`src/rtl/fir_mac_param.sv`:
```
`default_nettype none
// ============================================================================
// Module      : fir_mac_param
// Description : Serial-MAC FIR filter with runtime-loadable coefficients.
//               A single multiplier is time-shared across all TAPS taps. Each
//               accepted sample starts one convolution. The result is given
//               at full precision (o_y) and also arithmetic-shifted and
//               saturated to OUT_W bits (o_y_sat).
// Ports       : i_clk, i_rst_n        clock (rising edge), async active-low reset
//               i_ready, i_x          one-cycle new-sample strobe and sample
//               i_coef_we/addr/data   coefficient write port (ignored while busy)
//               i_clear_overrun       synchronous clear of o_overrun
//               o_y, o_y_sat          filter outputs, held between updates
//               o_y_valid             one-cycle pulse when outputs update
//               o_busy                convolution in progress
//               o_overrun             sticky: sample arrived while busy
// Revision    : 1.0 - initial release
// ============================================================================
module fir_mac_param #(
  parameter int TAPS      = 31,
  parameter int DATA_W    = 8,
  parameter int COEF_W    = 10,
  parameter int ACC_W     = 24,
  parameter int OUT_SHIFT = 10,
  parameter int OUT_W     = 8,
  parameter int AW        = 7
) (
  input  logic              i_clk,
  input  logic              i_rst_n,
  input  logic              i_ready,
  input  logic [DATA_W-1:0] i_x,
  input  logic              i_coef_we,
  input  logic [AW-1:0]     i_coef_addr,
  input  logic [COEF_W-1:0] i_coef_data,
  input  logic              i_clear_overrun,
  output logic [ACC_W-1:0]  o_y,
  output logic [OUT_W-1:0]  o_y_sat,
  output logic              o_y_valid,
  output logic              o_busy,
  output logic              o_overrun
);

  localparam int P_W = DATA_W + COEF_W;
  localparam logic [AW-1:0] c_LAST = AW'(TAPS - 1);
  localparam logic signed [ACC_W-1:0] c_SAT_MAX = ACC_W'((1 << (OUT_W - 1)) - 1);
  localparam logic signed [ACC_W-1:0] c_SAT_MIN = ~c_SAT_MAX;

  typedef enum logic [1:0] {
    S_IDLE  = 2'd0,
    S_MAC   = 2'd1,
    S_FLUSH = 2'd2,
    S_DONE  = 2'd3
  } state_t;

  state_t r_state;
  state_t w_next;

  logic [DATA_W-1:0]       r_samp [TAPS];
  logic [COEF_W-1:0]       r_coef [TAPS];
  logic [AW-1:0]           r_wr_ptr;
  logic [AW-1:0]           r_rd_ptr;
  logic [AW-1:0]           r_k;
  logic [P_W-1:0]          r_prod;
  logic signed [ACC_W-1:0] r_acc;
  logic [ACC_W-1:0]        r_y;
  logic [OUT_W-1:0]        r_y_sat;
  logic                    r_y_valid;
  logic                    r_overrun;

  logic                    w_idle;
  logic                    w_busy;
  logic                    w_coef_ok;
  logic [P_W-1:0]          w_coef_ext;
  logic [P_W-1:0]          w_samp_ext;
  logic [P_W-1:0]          w_prod;
  logic signed [ACC_W-1:0] w_prod_ext;
  logic signed [ACC_W-1:0] w_shift;
  logic [OUT_W-1:0]        w_sat;

  // The FSM is back in IDLE during the y_valid cycle, so a sample arriving
  // then is accepted, while o_busy still reports that cycle as busy.
  assign w_idle = (r_state == S_IDLE);
  assign w_busy = !w_idle || r_y_valid;

  // Widen the address by one bit so TAPS == 2**AW compares correctly.
  assign w_coef_ok = i_coef_we && !w_busy &&
                     ({1'b0, i_coef_addr} < (AW + 1)'(TAPS));

  // Both operands sign-extended to P_W: the low P_W bits of the product are
  // the exact signed product, which always fits in P_W bits.
  assign w_coef_ext = {{DATA_W{r_coef[r_k][COEF_W-1]}}, r_coef[r_k]};
  assign w_samp_ext = {{COEF_W{r_samp[r_rd_ptr][DATA_W-1]}}, r_samp[r_rd_ptr]};
  assign w_prod     = w_coef_ext * w_samp_ext;
  assign w_prod_ext = {{(ACC_W - P_W){r_prod[P_W-1]}}, r_prod};

  // Floor division by 2**OUT_SHIFT, then clamp into OUT_W signed range.
  assign w_shift = r_acc >>> OUT_SHIFT;

  always_comb begin
    w_sat = w_shift[OUT_W-1:0];
    if (w_shift > c_SAT_MAX) begin
      w_sat = c_SAT_MAX[OUT_W-1:0];
    end else if (w_shift < c_SAT_MIN) begin
      w_sat = c_SAT_MIN[OUT_W-1:0];
    end
  end

  always_ff @(posedge i_clk or negedge i_rst_n) begin
    if (!i_rst_n) begin
      r_state <= S_IDLE;
    end else begin
      r_state <= w_next;
    end
  end

  always_comb begin
    w_next = r_state;
    case (r_state)
      S_IDLE:  if (i_ready) w_next = S_MAC;
      S_MAC:   if (r_k == c_LAST) w_next = S_FLUSH;
      S_FLUSH: w_next = S_DONE;
      S_DONE:  w_next = S_IDLE;
      default: w_next = S_IDLE;
    endcase
  end

  always_ff @(posedge i_clk or negedge i_rst_n) begin
    if (!i_rst_n) begin
      for (int i = 0; i < TAPS; i++) begin
        r_samp[i] <= '0;
        r_coef[i] <= '0;
      end
      r_wr_ptr  <= '0;
      r_rd_ptr  <= '0;
      r_k       <= '0;
      r_prod    <= '0;
      r_acc     <= '0;
      r_y       <= '0;
      r_y_sat   <= '0;
      r_y_valid <= 1'b0;
      r_overrun <= 1'b0;
    end else begin
      r_y_valid <= 1'b0;

      if (w_coef_ok) begin
        r_coef[i_coef_addr] <= i_coef_data;
      end

      // A new overrun event takes priority over a simultaneous clear.
      if (i_ready && !w_idle) begin
        r_overrun <= 1'b1;
      end else if (i_clear_overrun) begin
        r_overrun <= 1'b0;
      end

      case (r_state)
        S_IDLE: begin
          if (i_ready) begin
            r_samp[r_wr_ptr] <= i_x;
            r_rd_ptr         <= r_wr_ptr;
            r_wr_ptr         <= (r_wr_ptr == c_LAST) ? '0 : r_wr_ptr + AW'(1);
            r_acc            <= '0;
            r_prod           <= '0;
            r_k              <= '0;
          end
        end
        S_MAC: begin
          // The product register lags by one tap; FLUSH adds the last one.
          r_prod   <= w_prod;
          r_acc    <= r_acc + w_prod_ext;
          r_k      <= r_k + AW'(1);
          r_rd_ptr <= (r_rd_ptr == '0) ? c_LAST : r_rd_ptr - AW'(1);
        end
        S_FLUSH: begin
          r_acc <= r_acc + w_prod_ext;
        end
        S_DONE: begin
          r_y       <= r_acc;
          r_y_sat   <= w_sat;
          r_y_valid <= 1'b1;
        end
        default: ;
      endcase
    end
  end

  assign o_y       = r_y;
  assign o_y_sat   = r_y_sat;
  assign o_y_valid = r_y_valid;
  assign o_busy    = w_busy;
  assign o_overrun = r_overrun;

endmodule
`default_nettype wire

```
`config.mk`:
```
export PLATFORM = sky130hd
export DESIGN_NAME = fir_mac_param
export DESIGN_NICKNAME = d
export VERILOG_FILES = /design/src/rtl/fir_mac_param.sv
export SDC_FILE = /design/constraint.sdc
export NUM_CORES = 1
export LEC_CHECK = 0
export BUFFER_PORTS_ARGS = -buffer_cell sky130_fd_sc_hd__clkbuf_2
export CAP_MARGIN = 10
export CORE_UTILIZATION = 55
export DETAILED_ROUTE_END_ITERATION = 12
export PLACE_DENSITY = 0.71
export SYNTH_ARGS = -nofsm -noshare
export SYNTH_HDL_FRONTEND = slang
export SYNTH_SLANG_ARGS = --single-unit
export TNS_END_PERCENT = 10
```
`constraint.sdc`:
```
create_clock -name i_clk -period 18.1 [get_ports i_clk]
set_clock_uncertainty 0.15 [all_clocks]
set_input_delay 1.81 -clock i_clk [delete_from_list [all_inputs] [get_ports i_clk]]
set_output_delay 1.81 -clock i_clk [all_outputs]
set_load 0.02 [all_outputs]
```
==> results of run 1 <==
==> cells in the mapped netlist, drive strengths merged, types with 9 or more instances <==
library cell	number	area (um^2)
or2	11	71.3
mux2	587	6610
fa	68	1360
nand4	9	56.3
nor2	104	398
nand2b	11	68.8
inv	123	462
a21o	13	97.6
xor2	19	166
mux4	145	3270
mux2i	55	638
o21ai	83	415
nor3	10	66.3
a21oi	41	239
nor2b	19	119
ha	67	838
o31ai	9	72.6
nand3	15	75.1
and3	13	81.3
clkbuf	103	387
buf	50	335
xnor2	20	175
dfrtp	657	16400
nand2	137	534
==> stage by stage <==
step	worst slack (ns)	area, um^2	cells	hold WS (ns)	utilization
after floorplan	11.88	33800	2474	0.305	-
after global placement	10.37	34600	3184	0.330	0.571
after detailed placement	10.29	34600	3184	0.334	0.571
after CTS	10.24	37000	3309	0.348	0.610
after global routing	9.77	37000	3309	0.358	0.610
final	10.32	37000	3309	0.345	0.610
==> worst paths after layout <==
| check | from | end | slack [ns] | cells after the start |
|---|---|---|---|---|
| max | r_k[0] | r_prod[17] | 10.32 | 19 |
| min | r_prod[13] | r_prod[13] | 0.35 | 2 |
| max reg2reg | r_k[0] | r_prod[17] | 10.32 | 19 |
| min reg2reg | r_prod[13] | r_prod[13] | 0.35 | 2 |
| max in group asynchronous | i_rst_n | r_coef[42] | 12.74 | 5 |
| min in group asynchronous | i_rst_n | r_samp[238] | 1.07 | 1 |
==> flip-flops by register name (all words and copies together) (netlist names) <==
name and count:
o_overrun 1, o_y 24, o_y_sat 8, o_y_valid 1, r_acc 24, r_coef 310, r_k 7, r_prod 18
r_rd_ptr 7, r_samp 248, r_state 2, r_wr_ptr 7
==> cells by family after synthesis <==
| logic type | share of synthesized area |
|---|---|
| AOI/OAI and AO/OA | 0.0424 |
| xor gates and xnor gates | 0.0101 |
| adders and majority gates | 0.0650 |
| buffers and inverters | 0.0350 |
| DFF | 0.486 |
| muxes | 0.311 |
| and+or+nand+nor | 0.0503 |
==> power breakdown <==
part / switching [mW] / internal (mW)
clock: 0.606 / 0.896
sequential: 0.218 / 1.74
combinational: 0.904 / 0.722
total: 1.73 / 3.36
==> critical path, delay by kind of cell, from the launching register on <==
kind / cells / cell delay, ns
flops: 1 / 0.79
xor+xnor: 1 / 0.13
fa+ha+maj: 5 / 2.47
buf+inv: 3 / 1.01
mux: 3 / 1.51
simple gates: 1 / 0.12
compound gates: 6 / 1.37
==> final cells by class <==
cell class                 count  area (um^2)
clock inverter                29          409
clock buffer                  96         2000
timing repair buffer          81          470
multi-input combinational   1541        16200
inverter                     123          462
fill                        4624        23600
tap                          782          978
sequential                   657        16500
==> metal layers <==
| metal | share of wire | routed length (um) |
|---|---|---|
| met1 | 0.44 | 33500 |
| met2 | 0.49 | 36700 |
| met3 | 0.045 | 3390 |
| met4 | 0.023 | 1710 |
| met5 | 0 | 0 |
==> out/metrics.csv, run 1 <==
metric,value,unit
ant_nets,0,
cp_cell_sequence,"buf_4, mux4_2, mux4_2, mux2i_4, nor2_1, fa_1, fa_1, fa_1, inv_1, fa_1, inv_1, ha_1, a211o_1, a211oi_1, o31ai_1, a211o_1, a21oi_1, xnor2_1, o21ai_0",
track_usage,0.253,
ys_seq_area_frac,0.486,
numClockSinks,657,
hold_path.class,register to register,
max_freq,129,MHz
slew_viol_final,0,
cpMostUsedCell,fa_1,
boundaryPins,65,
ir_drop,0.0726,mV
hpwl,49200,um
holdBufCountCts,0,
final_cell_mix,"dfrtp_1 (651), mux2_2 (587), mux4_2 (144)",
power,5.08,mW
cts_resized,0,
slowest_stage,buf_4,
die_x,250,um
rows,90,
drcViolationCount,0,
tightest_slew,1.25,ns
grt_pass1_wl,124000,um
final_common_cell,dfrtp_1,
drive_above_1_share,0.382,
ys.warnings.count,0,
power_density,138,nW/um^2
initial_core_util,0.558,
synth_cell_types,73,
clk_pin_slew,0.06,ns
synth_nets,2639,
status,"finished, final reports clean",
cts_buffer_depth,3,
cp_max_fo,60,
synthFlopType,dfrtp_1,
use_met2,0.410,
period_needed,7.78,ns
met3_usage,0.0362,
antenna_cells,0,
nNetsFinal,2640,
ys_seq_elements,657,
start_kind,register,
grt_antenna_before_repair,0,
port_buffers,64,
critPathMaxStageDelay,0.91,ns
cp.required,18.41,ns
clkLatencyLatePin,0.62,ns
wl_per_cell,22.8,um
synth_cells,2474,
cts_made_buffers,71,
grt_pass1_vias,21625,
endpoint_kind,register,
cts_setup_buffers,0,
netlist_area,33800,um^2
first_pass_iters,5,
num_vias,20284,
h-tree-depth,3,
grtUsageMet1,0.355,
grt_start_max_net_pins,175,
leakage,17.9,nW
cts_tree,yes,
root_buffer,clkbuf_16,
synth_edf_count,0,
coreArea,60600,um^2
maxCapViolations,0,
area_growth,9.35,%
die_y,250,um
first_iter_violations,1394,
overflow,0,
rsz0062_at_grt,no,
setup_tns,0,ns
avgSynthCellArea,13.7,um^2
synth_async_sr_flop_share,1.00,
cp.arrival,8.08,ns
vias_per_cell,6.13,
critPathKind,register to register,
fin_crit_sh,0.430,
finalWeightedCongestion,0.910,
dieArea,62500,um^2
grt_busiest_layer,met2,
final-hold-violation-count,0,
drt-total-wl,75300,um
setup_viol,0,
slew-limit-headroom,0.165,
Note: power is estimated with default switching activity, not from simulation.
==> run 2, diff against run 1 <==
- clock period: 18.1 -> 7.4 ns (I/O delays scaled with it)
==> run 2 against run 1 <==
Global-route usage grew 0.16 points; final cell count grew 0.63%; first-iteration DRC count shrank 7.6%; power grew 140%; sequential power grew 150%; largest power group unchanged; highest routed layer unchanged; core utilization grew 0.31 points; cell area grew 0.51%; hold slack lost 0.083 ns; largest cell class unchanged.
==> out/metrics.csv, run 2 (synthesis gave the netlist of run 1 again) <==
metric,value,unit
cts_tree,yes,
root_buffer,clkbuf_16,
timing.rr.end,r_prod[17],
fillCellCount,4635,
cts_made_buffers,71,
setup_tns,0,ns
reg_top3,"r_coef: 310 flops, r_samp: 248 flops",
slew-limit-headroom,0.187,
vias_per_cell,6.05,
slew_viol_final,0,
track_usage,0.254,
endpoint_kind,register,
boundaryPins,65,
fin_crit_sh,0.942,
power_switching,4.23,mW
holdBufCountCts,1,
maxCapViolations,0,
overflow,0,
tightest_slew,1.22,ns
whs_endpoint,o_overrun,
drcViolationCount,0,
seqPwrFrac,0.393,
num_vias,20154,
wl_per_cell,22.8,um
period_needed,6.97,ns
p_int,8.22,mW
initial_core_util,0.558,
grt_pass1_vias,21496,
final_common_cell,dfrtp_1,
grt_antenna_before_repair,0,
drt-total-wl,76000,um
top_register,r_coef,
leakage,18.0,nW
clkLatencyLatePin,0.62,ns
hp-start,i_clear_overrun,
die_y,250,um
rows,90,
grt_pass1_wl,124000,um
final_cell_mix,"dfrtp_1 (651), mux2_2 (587), mux4_2 (144)",
power,12.5,mW
clk_pin_slew,0.06,ns
first_pass_iters,5,
cts_setup_buffers,0,
cp.arrival,7.28,ns
ir_drop,0.254,mV
hpwl,50400,um
fin_util,0.613,
critPathKind,register to register,
cts_buffer_depth,3,
hold_path.class,input pin to register,
clkPwrFrac,0.286,
max_freq,144,MHz
port_buffers,64,
pwr-share-comb,0.322,
numClockSinks,657,
die_x,250,um
ant_nets,0,
first_iter_violations,1288,
reg2reg_depth,20,
antenna_cells,0,
drive_above_1_share,0.386,
timing.reg2reg.setup_slack,0.43,ns
finalWeightedCongestion,0.839,
reg2reg_from,r_rd_ptr[0],
grt_start_max_net_pins,196,
coreArea,60600,um^2
h-tree-depth,3,
nNetsFinal,2659,
rsz0062_at_grt,no,
area_growth,9.90,%
dieArea,62500,um^2
cp_max_fo,27,
status,"finished, final reports clean",
swShare,0.340,
setup_viol,0,
power_density,335,nW/um^2
cts_resized,0,
largest_reg_flops,310,
start_kind,register,
cp.required,7.71,ns
final-hold-violation-count,0,
holdPathStages,3,
==> run 2: final cells by class <==
class / instances / area (um^2) / area share
Sequential cell: 657 / 16500 / 0.443
Inverter: 123 / 462 / 0.0124
Tap cell: 782 / 978 / 0.0263
Clock inverter: 26 / 290 / 0.00781
Timing Repair Buffer: 100 / 728 / 0.0196
Clock buffer: 101 / 2050 / 0.0552
Multi-Input combinational cell: 1541 / 16200 / 0.436
==> run 2: worst max-delay path by stage <==
stage / startpoint / to / depth (start not counted)
after floorplan: r_k[1] / r_prod[17] / 20
after global placement: r_rd_ptr[0] / r_prod[17] / 20
after detailed placement: r_k[0] / r_prod[17] / 22
after CTS: r_k[0] / r_prod[17] / 22
after global routing: r_k[0] / r_prod[17] / 22
final: r_rd_ptr[0] / r_prod[17] / 20
==> run 2: metal layers <==
layer,share of wire,global-route usage
met5,0,0
met4,0.024,0.0727
met3,0.038,0.0374
met2,0.49,0.417
met1,0.45,0.355
==> run 2: per-stage QoR <==
stage	cell area, um^2	setup WS (ns)	hold WS [ns]	std cells
after floorplan	33800	1.18	0.294	2474
after global placement	34800	0.427	0.327	3202
after detailed placement	34800	0.441	0.331	3202
after CTS	37200	0.427	0.234	3330
after global routing	37200	0.112	0.271	3330
final	37200	0.433	0.262	3330
==> run 2: worst max-delay path, stage by stage, from the launching register on <==
cell	delay, ns
dfrtp_4	0.73
buf_12	0.24
buf_12	0.17
mux4_2	0.51
mux2i_1	0.32
mux4_2	0.52
nor2_1	0.12
fa_1	0.51
fa_1	0.54
fa_1	0.56
inv_1	0.07
fa_1	0.53
inv_1	0.04
ha_1	0.35
a211o_1	0.31
a211oi_1	0.28
o31ai_1	0.19
a211o_1	0.28
a21oi_1	0.17
xnor2_1	0.13
o21ai_0	0.09
==> run 2: power groups by stage <==
stage / clock, mW / combinational [mW] / sequential (mW)
2_1_floorplan: 0 / 3.16 / 4.63
3_3_place_gp: 0 / 3.94 / 4.91
3_5_place_dp: 0 / 4.03 / 4.94
4_1_cts: 3.63 / 4.04 / 4.88
5_1_grt: 3.77 / 4.42 / 4.98
6_report: 3.56 / 4.01 / 4.89
==> run 3, diff against run 2 <==
- ABC_CLOCK_PERIOD_IN_PS: not set -> 6600
- clock period: 7.4 -> 6.6 ns (I/O delays scaled with it)
==> run 3 against run 2 <==
Wire length increased by 3.3%; first-iteration DRC count is 18% higher; combinational power is 29% higher; core utilization is 1.3 points higher; maximum frequency up 7.8%; clock power is 17% higher; die area is the same; critical path type unchanged; non-clock buffer count rose by 61; critical path depth rose by 2; hold slack lost 0.11 ns; sequential share of layout area down 0.92 points.
==> out/metrics.csv, run 3 (synthesis gave the netlist of run 1 again) <==
metric,value,unit
critPathKind,register to register,
slew-limit-headroom,0.140,
design_area,38000,um^2
cts_tree,yes,
dieArea,62500,um^2
grt_start_max_net_pins,176,
port_buffers,64,
power_switching,4.94,mW
hpwl,51900,um
grt_antenna_before_repair,2,
num_vias,20590,
numClockSinks,657,
die_x,250,um
first_iter_violations,1516,
overflow,0,
setup_viol,0,
cts_made_buffers,72,
fillCellCount,4515,
nNetsFinal,2722,
stdcell_count,3395,
root_buffer,clkbuf_16,
track_usage,0.258,
reg_top3,"r_coef: 310 flops, r_samp: 248 flops",
power,14.6,mW
ir_drop,0.283,mV
drcViolationCount,0,
die_y,250,um
final_cell_mix,"dfrtp_1 (651), mux2_2 (587), mux4_2 (145)",
finalWeightedCongestion,0.880,
maxCapViolations,0,
placed_cells,3237,
initial_core_util,0.558,
fin_crit_sh,0.979,
critPathMaxStageDelay,0.59,ns
placed_area,35100,um^2
drive_above_1_share,0.409,
p_int,9.67,mW
endpoint_kind,register,
status,"finished, final reports clean",
vias_per_cell,6.06,
period_needed,6.46,ns
swShare,0.338,
cpMostUsedCell,fa_1,
cp_cell_sequence,"buf_4, buf_12, mux4_2, mux2i_1, mux4_2, buf_4, or2_1, fa_1, fa_1, inv_1, fa_1, inv_1, fa_1, inv_1, ha_1, a21oi_2, o21ai_1, a31oi_1, o21ai_0, a21oi_1, xor2_1, o21ai_0",
hold_path.class,input pin to register,
final-hold-violation-count,0,
coreArea,60600,um^2
boundaryPins,65,
pwr-share-comb,0.353,
power_density,385,nW/um^2
top_register,r_coef,
ant_nets,0,
cts_buffer_depth,3,
setup_tns,0,ns
slowest_stage,mux4_2,
h-tree-depth,3,
drt-total-wl,78500,um
start_kind,register,
rows,90,
grt_pass1_vias,22054,
clkLatencyLatePin,0.62,ns
cp_num_buf_inv,6,
clkPwrFrac,0.284,
leakage,18.4,nW
cp.required,6.91,ns
cp.arrival,6.77,ns
clk_pin_slew,0.06,ns
wl_per_cell,23.1,um
tightest_slew,1.29,ns
largest_reg_flops,310,
final_common_cell,dfrtp_1,
max_freq,155,MHz
cpLargestDelayFamily,adder cells,
grt_pass1_wl,125000,um
slew_viol_final,0,
seqPwrFrac,0.363,
first_pass_iters,5,
hold-worst-slack,0.152,ns
area_growth,12.3,%
cp_max_fo,17,
==> run 3: final cells by class <==
class                           count  area (um^2)  area share
Clock inverter                     28          350     0.00923
Antenna cell                        1         2.50   0.0000659
Multi-Input combinational cell   1542        16300       0.430
Timing Repair Buffer              161         1290      0.0340
Sequential cell                   657        16500       0.434
Clock buffer                      101         2100      0.0554
Tap cell                          782          978      0.0258
Inverter                          123          462      0.0122
==> run 3: final timing paths <==
kind | start | slack (ns) | cells after the start | endpoint
min in group asynchronous | i_rst_n | 0.50 | 2 | r_samp[242]
worst max-delay path | r_rd_ptr[0] | 0.14 | 22 | r_prod[16]
worst max register to register | r_rd_ptr[0] | 0.14 | 22 | r_prod[16]
worst min register to register | r_prod[13] | 0.34 | 2 | r_prod[13]
worst min-delay path | i_clear_overrun | 0.15 | 3 | o_overrun
max in group asynchronous | i_rst_n | 4.24 | 3 | r_k[1]
==> run 3: what timing repair did <==
action / in CTS / in global routing
endpoints found under the setup margin: 1 / 5
setup buffers: 0 / 24
pin swaps: 0 / 9
gates resized for setup: 1 / 30
hold buffers: 1 / 0
hold endpoints to repair: 76 / 0
gates cloned: 0 / 3
==> run 3: layer usage <==
metal,vias up,wire length (um),track usage
li1,9059,-,-
met1,10987,34600,0.351
met2,416,38700,0.429
met3,126,3290,0.0441
met4,2,1930,0.0720
met5,-,13,0
==> run 3: per-stage QoR <==
| stage | setup slack [ns] | util |
|---|---|---|
| detailed placement | 0.0456 | 0.579 |
| global placement | 0.168 | 0.579 |
| CTS | 0.0832 | 0.620 |
| floorplan | 0.383 | - |
| finish | 0.139 | 0.627 |
| global route | -0.0798 | 0.627 |
==> run 3: tightest hold or removal path: stages <==
cell      delay [ns]
clkbuf_2        0.08
inv_1           0.04
a22o_1          0.10
==> run 3: power by group through the flow <==
stage	Sequential [mW]	Combinational, mW	Clock, mW
2_1_floorplan	5.19	3.54	0
3_3_place_gp	5.31	4.74	0
3_5_place_dp	5.37	4.86	0
4_1_cts	5.30	4.89	4.23
5_1_grt	5.38	5.61	4.39
6_report	5.30	5.16	4.15
